--- config.mk ---
export PLATFORM = sky130hd
export DESIGN_NAME = fir_frame_arbiter
export DESIGN_NICKNAME = d
export VERILOG_FILES = /design/src/rtl/fir_arb_pkg.sv /design/src/rtl/rr_picker.sv /design/src/rtl/fir_frame_arbiter.sv
export SDC_FILE = /design/constraint.sdc
export NUM_CORES = 1
export LEC_CHECK = 0
export CORE_MARGIN = 3
export CORE_UTILIZATION = 30
export DETAILED_ROUTE_END_ITERATION = 7
export PLACE_DENSITY = 0.89
export SLEW_MARGIN = 20
export SYNTH_ARGS = -nofsm -noshare
export SYNTH_HDL_FRONTEND = slang
export SYNTH_SLANG_ARGS = --single-unit
--- constraint.sdc ---
create_clock -name s00_axis_aclk -period 1.7 [get_ports s00_axis_aclk]
set_input_delay 0.17 -clock s00_axis_aclk [delete_from_list [all_inputs] [get_ports s00_axis_aclk]]
set_output_delay 0.17 -clock s00_axis_aclk [all_outputs]
set_load 0.05 [all_outputs]
--- src/rtl/fir_arb_pkg.sv ---
// Shared types and constants for the frame-granular FIR arbiter.
package fir_arb_pkg;

  typedef enum logic [1:0] {
    ST_IDLE   = 2'd0,
    ST_STREAM = 2'd1,
    ST_DRAIN  = 2'd2
  } arb_state_e;

  localparam int unsigned FIR_TAPS        = 15;
  localparam int unsigned DEFAULT_TIMEOUT = 4096;

endpackage

--- src/rtl/rr_picker.sv ---
// Combinational round-robin find-first: first requester after 'last', with wrap.
module rr_picker #(
  parameter  int unsigned NUM_SRC = 4,
  localparam int unsigned ID_W    = $clog2(NUM_SRC)
) (
  input  logic [NUM_SRC-1:0] req,
  input  logic [ID_W-1:0]    last,
  output logic [ID_W-1:0]    gnt_id,
  output logic               gnt_valid
);

  logic [ID_W-1:0] idx;

  // Scan farthest-to-nearest so the nearest requester after 'last' is written last and wins.
  always_comb begin
    gnt_id    = '0;
    gnt_valid = 1'b0;
    idx       = '0;
    for (int unsigned i = NUM_SRC; i >= 1; i--) begin
      idx = ID_W'((32'(last) + i) % NUM_SRC);
      if (req[idx]) begin
        gnt_id    = idx;
        gnt_valid = 1'b1;
      end
    end
  end

endmodule

--- src/rtl/fir_frame_arbiter.sv ---
// Frame-granular round-robin arbiter sharing one FIR between NUM_SRC AXI-Stream
// sources; the next grant waits for the FIR's own output tlast (or a timeout).
module fir_frame_arbiter
  import fir_arb_pkg::*;
#(
  parameter  int unsigned NUM_SRC                = 4,
  parameter  int unsigned C_S00_AXIS_TDATA_WIDTH = 32,
  parameter  int unsigned C_M00_AXIS_TDATA_WIDTH = 32,
  parameter  int unsigned TIMEOUT_CYCLES         = DEFAULT_TIMEOUT,
  localparam int unsigned ID_W                   = $clog2(NUM_SRC)
) (
  input  logic                                        s00_axis_aclk,
  input  logic                                        s00_axis_aresetn,
  input  logic [NUM_SRC*C_S00_AXIS_TDATA_WIDTH-1:0]   s00_axis_tdata,
  input  logic [NUM_SRC*C_S00_AXIS_TDATA_WIDTH/8-1:0] s00_axis_tstrb,
  input  logic [NUM_SRC-1:0]                          s00_axis_tvalid,
  input  logic [NUM_SRC-1:0]                          s00_axis_tlast,
  output logic [NUM_SRC-1:0]                          s00_axis_tready,
  output logic [C_M00_AXIS_TDATA_WIDTH-1:0]           m00_axis_tdata,
  output logic [C_M00_AXIS_TDATA_WIDTH/8-1:0]         m00_axis_tstrb,
  output logic                                        m00_axis_tvalid,
  output logic                                        m00_axis_tlast,
  input  logic                                        m00_axis_tready,
  output logic [ID_W-1:0]                             m00_axis_tuser,
  input  logic                                        fir_mon_tvalid,
  input  logic                                        fir_mon_tready,
  input  logic                                        fir_mon_tlast,
  output logic [ID_W-1:0]                             out_id,
  output logic                                        busy,
  output logic                                        timeout_err
);

  localparam int unsigned DW = C_S00_AXIS_TDATA_WIDTH;
  localparam int unsigned SW = C_S00_AXIS_TDATA_WIDTH / 8;
  localparam int unsigned TW = $clog2(TIMEOUT_CYCLES + 1);
  localparam logic [TW-1:0] T_LAST = TW'(TIMEOUT_CYCLES - 1);

  arb_state_e      state_q, state_d;
  logic [ID_W-1:0] grant_q, grant_d;
  logic [ID_W-1:0] last_q,  last_d;
  logic [TW-1:0]   timer_q, timer_d;
  logic            tmo_q,   tmo_d;

  logic [ID_W-1:0] pick_id;
  logic            pick_valid;
  logic            streaming;
  logic            ret_last;

  rr_picker #(
    .NUM_SRC (NUM_SRC)
  ) u_picker (
    .req       (s00_axis_tvalid),
    .last      (last_q),
    .gnt_id    (pick_id),
    .gnt_valid (pick_valid)
  );

  assign streaming = (state_q == ST_STREAM);
  assign ret_last  = fir_mon_tvalid & fir_mon_tready & fir_mon_tlast;

  // Zero-latency datapath: data/strb follow the grant, valid/last only while streaming.
  assign m00_axis_tdata  = s00_axis_tdata[grant_q*DW +: DW];
  assign m00_axis_tstrb  = s00_axis_tstrb[grant_q*SW +: SW];
  assign m00_axis_tvalid = streaming & s00_axis_tvalid[grant_q];
  assign m00_axis_tlast  = streaming & s00_axis_tlast[grant_q];

  always_comb begin
    s00_axis_tready = '0;
    if (streaming) s00_axis_tready[grant_q] = m00_axis_tready;
  end

  assign m00_axis_tuser = grant_q;
  assign out_id         = grant_q;
  assign busy           = (state_q != ST_IDLE);
  assign timeout_err    = tmo_q;

  always_comb begin
    state_d = state_q;
    grant_d = grant_q;
    last_d  = last_q;
    timer_d = timer_q;
    tmo_d   = 1'b0;
    unique case (state_q)
      ST_IDLE: begin
        if (pick_valid) begin
          grant_d = pick_id;
          last_d  = pick_id;
          state_d = ST_STREAM;
        end
      end
      ST_STREAM: begin
        if (m00_axis_tvalid & m00_axis_tready & m00_axis_tlast) begin
          state_d = ST_DRAIN;
          timer_d = '0;
        end
      end
      ST_DRAIN: begin
        timer_d = timer_q + TW'(1);
        if (ret_last) begin
          state_d = ST_IDLE;
        end else if (timer_q == T_LAST) begin
          state_d = ST_IDLE;
          tmo_d   = 1'b1;
        end
      end
      default: state_d = ST_IDLE;
    endcase
  end

  always_ff @(posedge s00_axis_aclk or negedge s00_axis_aresetn) begin
    if (!s00_axis_aresetn) begin
      state_q <= ST_IDLE;
      grant_q <= '0;
      last_q  <= ID_W'(NUM_SRC - 1);
      timer_q <= '0;
      tmo_q   <= 1'b0;
    end else begin
      state_q <= state_d;
      grant_q <= grant_d;
      last_q  <= last_d;
      timer_q <= timer_d;
      tmo_q   <= tmo_d;
    end
  end

endmodule

==> results.md <==
- In this run, the number of DRC markers left after iteration 0 of detailed routing was 59.
- The count of state elements after synthesis is 20.
- The register-to-register path setup slack is 0.06 ns.
- Tracing the worst setup path back leads to its startpoint at m00_axis_tuser[0].
- For the final database, setup skew stands at 0.00571 ns.
- In this run the critical register-to-register path is captured at m00_axis_tuser[1].
- TritonCTS built the clock tree.
- The number of antenna violations at the first check in global routing is 5.
- Along the worst path, the maximum fanout reaches 7.
- The count of standard-cell rows is 29.
- The number of maximum-capacitance violations is 0.
- At the end of routability-driven placement, the weighted congestion stood at 0.875.
- The first global-routing pass estimated 14700 um of wire.
- The cell with the biggest individual delay on the critical path is mux4_2.
- Summing all multi-input logic gate instances after layout gives 1520 um^2.
- The hold violation total from the final report is 0.
- The worst path in the final design needs a cycle of 1.84 ns, including I/O delays and setup.
- Power spread over the standard cell area amounts to 1700 nW/um^2.
- The pre-antenna-repair detailed-routing pass consisted of 4 iterations.
- After clock tree synthesis, the clock-pin slew on the worst setup and hold paths is 0.08 ns.
- By count the netlist is led by mux4_2 (38), dfrtp_1 (18), nand2_1 (12).
- Synthesis produced a netlist whose cell count is 165.
- Clock tree synthesis found a total of 20 sinks.
- Summed over all failing endpoints, the final setup total negative slack is -3.92 ns.
- The finished layout holds 463 standard cells, fillers aside.
- The layout filler cell count is 447.
- The via count of the routed design is 2537.
- Setup repair after global routing could not meet its margin everywhere.
- Dividing the synthesized area by the synthesized cell count gives 12.4 um^2.
- The via count of the first global-routing pass is 2693.
- For this design the top-level I/O count stands at 206.
- Registers take 508 um^2.
- Entering global routing, the biggest net connects 31 pins.
- The die covers 7820 um^2.
- Summing every instance area after synthesis gives 2040 um^2.
- In the final layout, the share of cells above drive strength 1 is 35.5%.
- The ratio of final minimum period to clock period is 108%.
- The detail route stage leaves a number of antenna-violating nets equal to 0.
- The class of the most critical hold timing path is in2async.
- The number of antenna diodes in the final layout is 0.
- Measured along the y axis, the die boundary spans 88.4 um.
- The completed layout was analyzed and its total power is 8040 uW.
- The post-detailed-route wirelength per cell is 22.3 um.
- The layer with the highest usage is met2.
- On the worst path, the slowest cell contributes a delay of 0.53 ns.
- The share of the synthesized area in the top cell type is 42.0%.
- The met3 usage is 11.5%.
- Yosys mapped a number of flops with a built-in enable equal to 0.
- Global routing finished with a remaining overflow of 0.
- The met2 demand-to-capacity share in global routing is 46.4%.
- The number of vias per cell is 5.48.
- The count of pins over their slew limit came to 0.
- STA classifies the critical path endpoint as an output port.
- The final reports fail on setup timing.
- The maximum buffer depth of the clock tree is 2.
- The setup slack at placement is 0.00299 ns.
- Summed over all layers, the routed wires come to 10300 um.
- The upper clock frequency limit is 544 MHz.
- The start-to-end type of the worst setup path is reg2out.
- The floorplan step defined a core boundary enclosing 6460 um^2.
- Data on the critical path arrives at its endpoint at 1.67 ns.
- The worst register-to-register path begins at state_q[1].
- For this run, the post-layout net count is 546.
- Walking the worst path, the cells encountered are buf_4 > buf_16 > mux4_2 > buf_6.
- The number of placed instances, taps included, is 445.
- The number of nets in the synthesized netlist is 324.
- The proportion of register bits with asynchronous set or reset after synthesis is 100%.
- The required time at the endpoint of the critical path is 1.53 ns.
- The number of setup violations in the final report is 38.
- Compared with the post-synthesis result, the final layout area differs by 132%.
- Sequential cells were found to cover 24.7% of the synthesized design area.
- The total clock buffers created by CTS is 3.
- Yosys printed 0 warnings.
- The final cell area excluding filler cells is 4730 um^2.
- The cell at the root of the clock tree is clkbuf_8.
- The total global-route track usage is 25.5%.
- The later pin in the worst-skew pair is clocked with a latency of 0.27 ns.
- The final worst slack is -0.138 ns.
- The kind of start point of the critical path is a flip-flop.
- The worst-case IR drop observed on VDD is 1.15 mV.
- CTS built an H-tree with a depth of 1.
- The dominant cell by count in the synthesized netlist is mux4_2.
- The number of distinct library cells after synthesis is 46.
- The biggest area contributor in the post-synthesis netlist is mux4_2.
- Hold repair after CTS inserted 0 buffers.
- The slew at the pin closest to its max-slew limit is 0.490 ns.
- For this design the static power due to leakage is 0.00189 uW.
- The flip-flop cell with the highest count after synthesis is dfrtp_1.
- In the global route stage, met1 resource usage came out at 27.3%.
- The effective utilization at floorplan is 31.6%.
- Summing all placed instances gives a cell area of 4240 um^2.
- The family with the most delay on the worst path is multiplexers.
- The number of cells traversed by the worst register-to-register path is 3.
- The buffer and inverter count on the worst path is 3.
- In this run the horizontal extent of the chip is 88.4 um.
- The placed wire-length estimate after detailed placement is 8120 um.
- The DRC violation count after routing is 0.
- By area the synthesized netlist is led by mux4_2 (42%), dfrtp_1 (22%), dfstp_2 (2.6%).
- The flow ran to the end, but the final reports show violations.
- Buffers placed on the I/O ports in this run total 205.
- Measured against its own limit, the worst slew margin works out to 67.2%.
worst max-delay path by stage:
stage,cells past startpoint,endpoint
after floorplan,3,s00_axis_tready[1]
after global placement,4,m00_axis_tvalid
after detailed placement,4,m00_axis_tvalid
after CTS,4,m00_axis_tdata[26]
after global routing,4,m00_axis_tdata[26]
final,4,m00_axis_tdata[23]
area by class of cell:
| cell class | count | share of cell area, % |
|---|---|---|
| sequential | 20 | 10.7 |
| timing repair buffer | 232 | 53.4 |
| tap | 77 | 2.04 |
| clock inverter | 1 | 0.635 |
| clock buffer | 3 | 0.873 |
| multi-input combinational | 128 | 32.2 |
| inverter | 2 | 0.159 |
metrics by stage:
stage / hold slack [ns] / utilization (%)
finish: 0.239 / 73.2
floorplan: -0.126 / -
global route: 0.264 / 73.2
CTS: 0.254 / 71.4
global placement: 0.478 / 65.7
detailed placement: 0.495 / 65.7
cells in the final DEF, fill, tap and decap left out, types with 2 or more instances in the layout:
cell / n
clkbuf_8: 3
mux4_2: 38
nor2b_1: 2
buf_12: 10
buf_4: 18
o31ai_1: 2
nand2_1: 11
dfrtp_1: 14
nor2_1: 4
and2_4: 2
and3_1: 3
inv_1: 2
dfstp_2: 2
nand3_4: 2
buf_16: 3
buf_8: 3
o211ai_1: 3
dfrtp_2: 4
nor3_1: 4
a311o_1: 4
mux2i_1: 4
nand2b_1: 2
buf_6: 38
and4_1: 3
nand4_1: 4
clkdlybuf4s50_1: 158
clkbuf_16: 2
o21a_1: 2
nand3_1: 6
o21ai_1: 4
and2_1: 2
kinds of logic (layout without fill, tap and decap cells):
kind of cell / count (synthesis) / count (layout) / synth area share, %
compound gates: 27 / 27 / 10.1
fa+ha+maj: 1 / 1 / 0.614
simple gates: 55 / 56 / 15.0
buf+inv: 18 / 238 / 4.73
mux: 43 / 43 / 44.5
flops: 20 / 20 / 24.7
xor+xnor: 1 / 1 / 0.430
worst register-to-register path, delay by kind of cell, from the launching register on:
family,cells,cell delay [ns]
and+or+nand+nor,1,0.36
muxes,1,0.38
AOI/OAI and AO/OA,1,0.32
DFF,1,0.46
power by group:
part	internal [uW]	leakage, uW	switching [uW]	total (uW)
combinational	3180	0.00160	3620	6810
clock	315	0.0000357	167	482
sequential	602	0.000258	150	753
metal layers:
metal	part of all wire (%)	vias to the layer above
met3	12	31
met1	34	1200
met2	51	157
met4	2.4	10
li1	-	1139
met5	0.67	-
what timing repair did:
action | in CTS | in global routing
gates resized for setup | 48 | 12
gates cloned | 2 | 3
setup buffers | 8 | 1
setup endpoints to repair | 39 | 53
endpoints found under the hold margin | 0 | 0
pin swaps | 1 | 7
sequential cells by signal, indices dropped and copies added, names as in the netlist:
| name | count |
|---|---|
| timeout_err | 1 |
| last_q | 2 |
| state_q | 2 |
| timer_q | 13 |
| m00_axis_tuser | 2 |
Note: power is estimated with default switching activity, not from simulation.
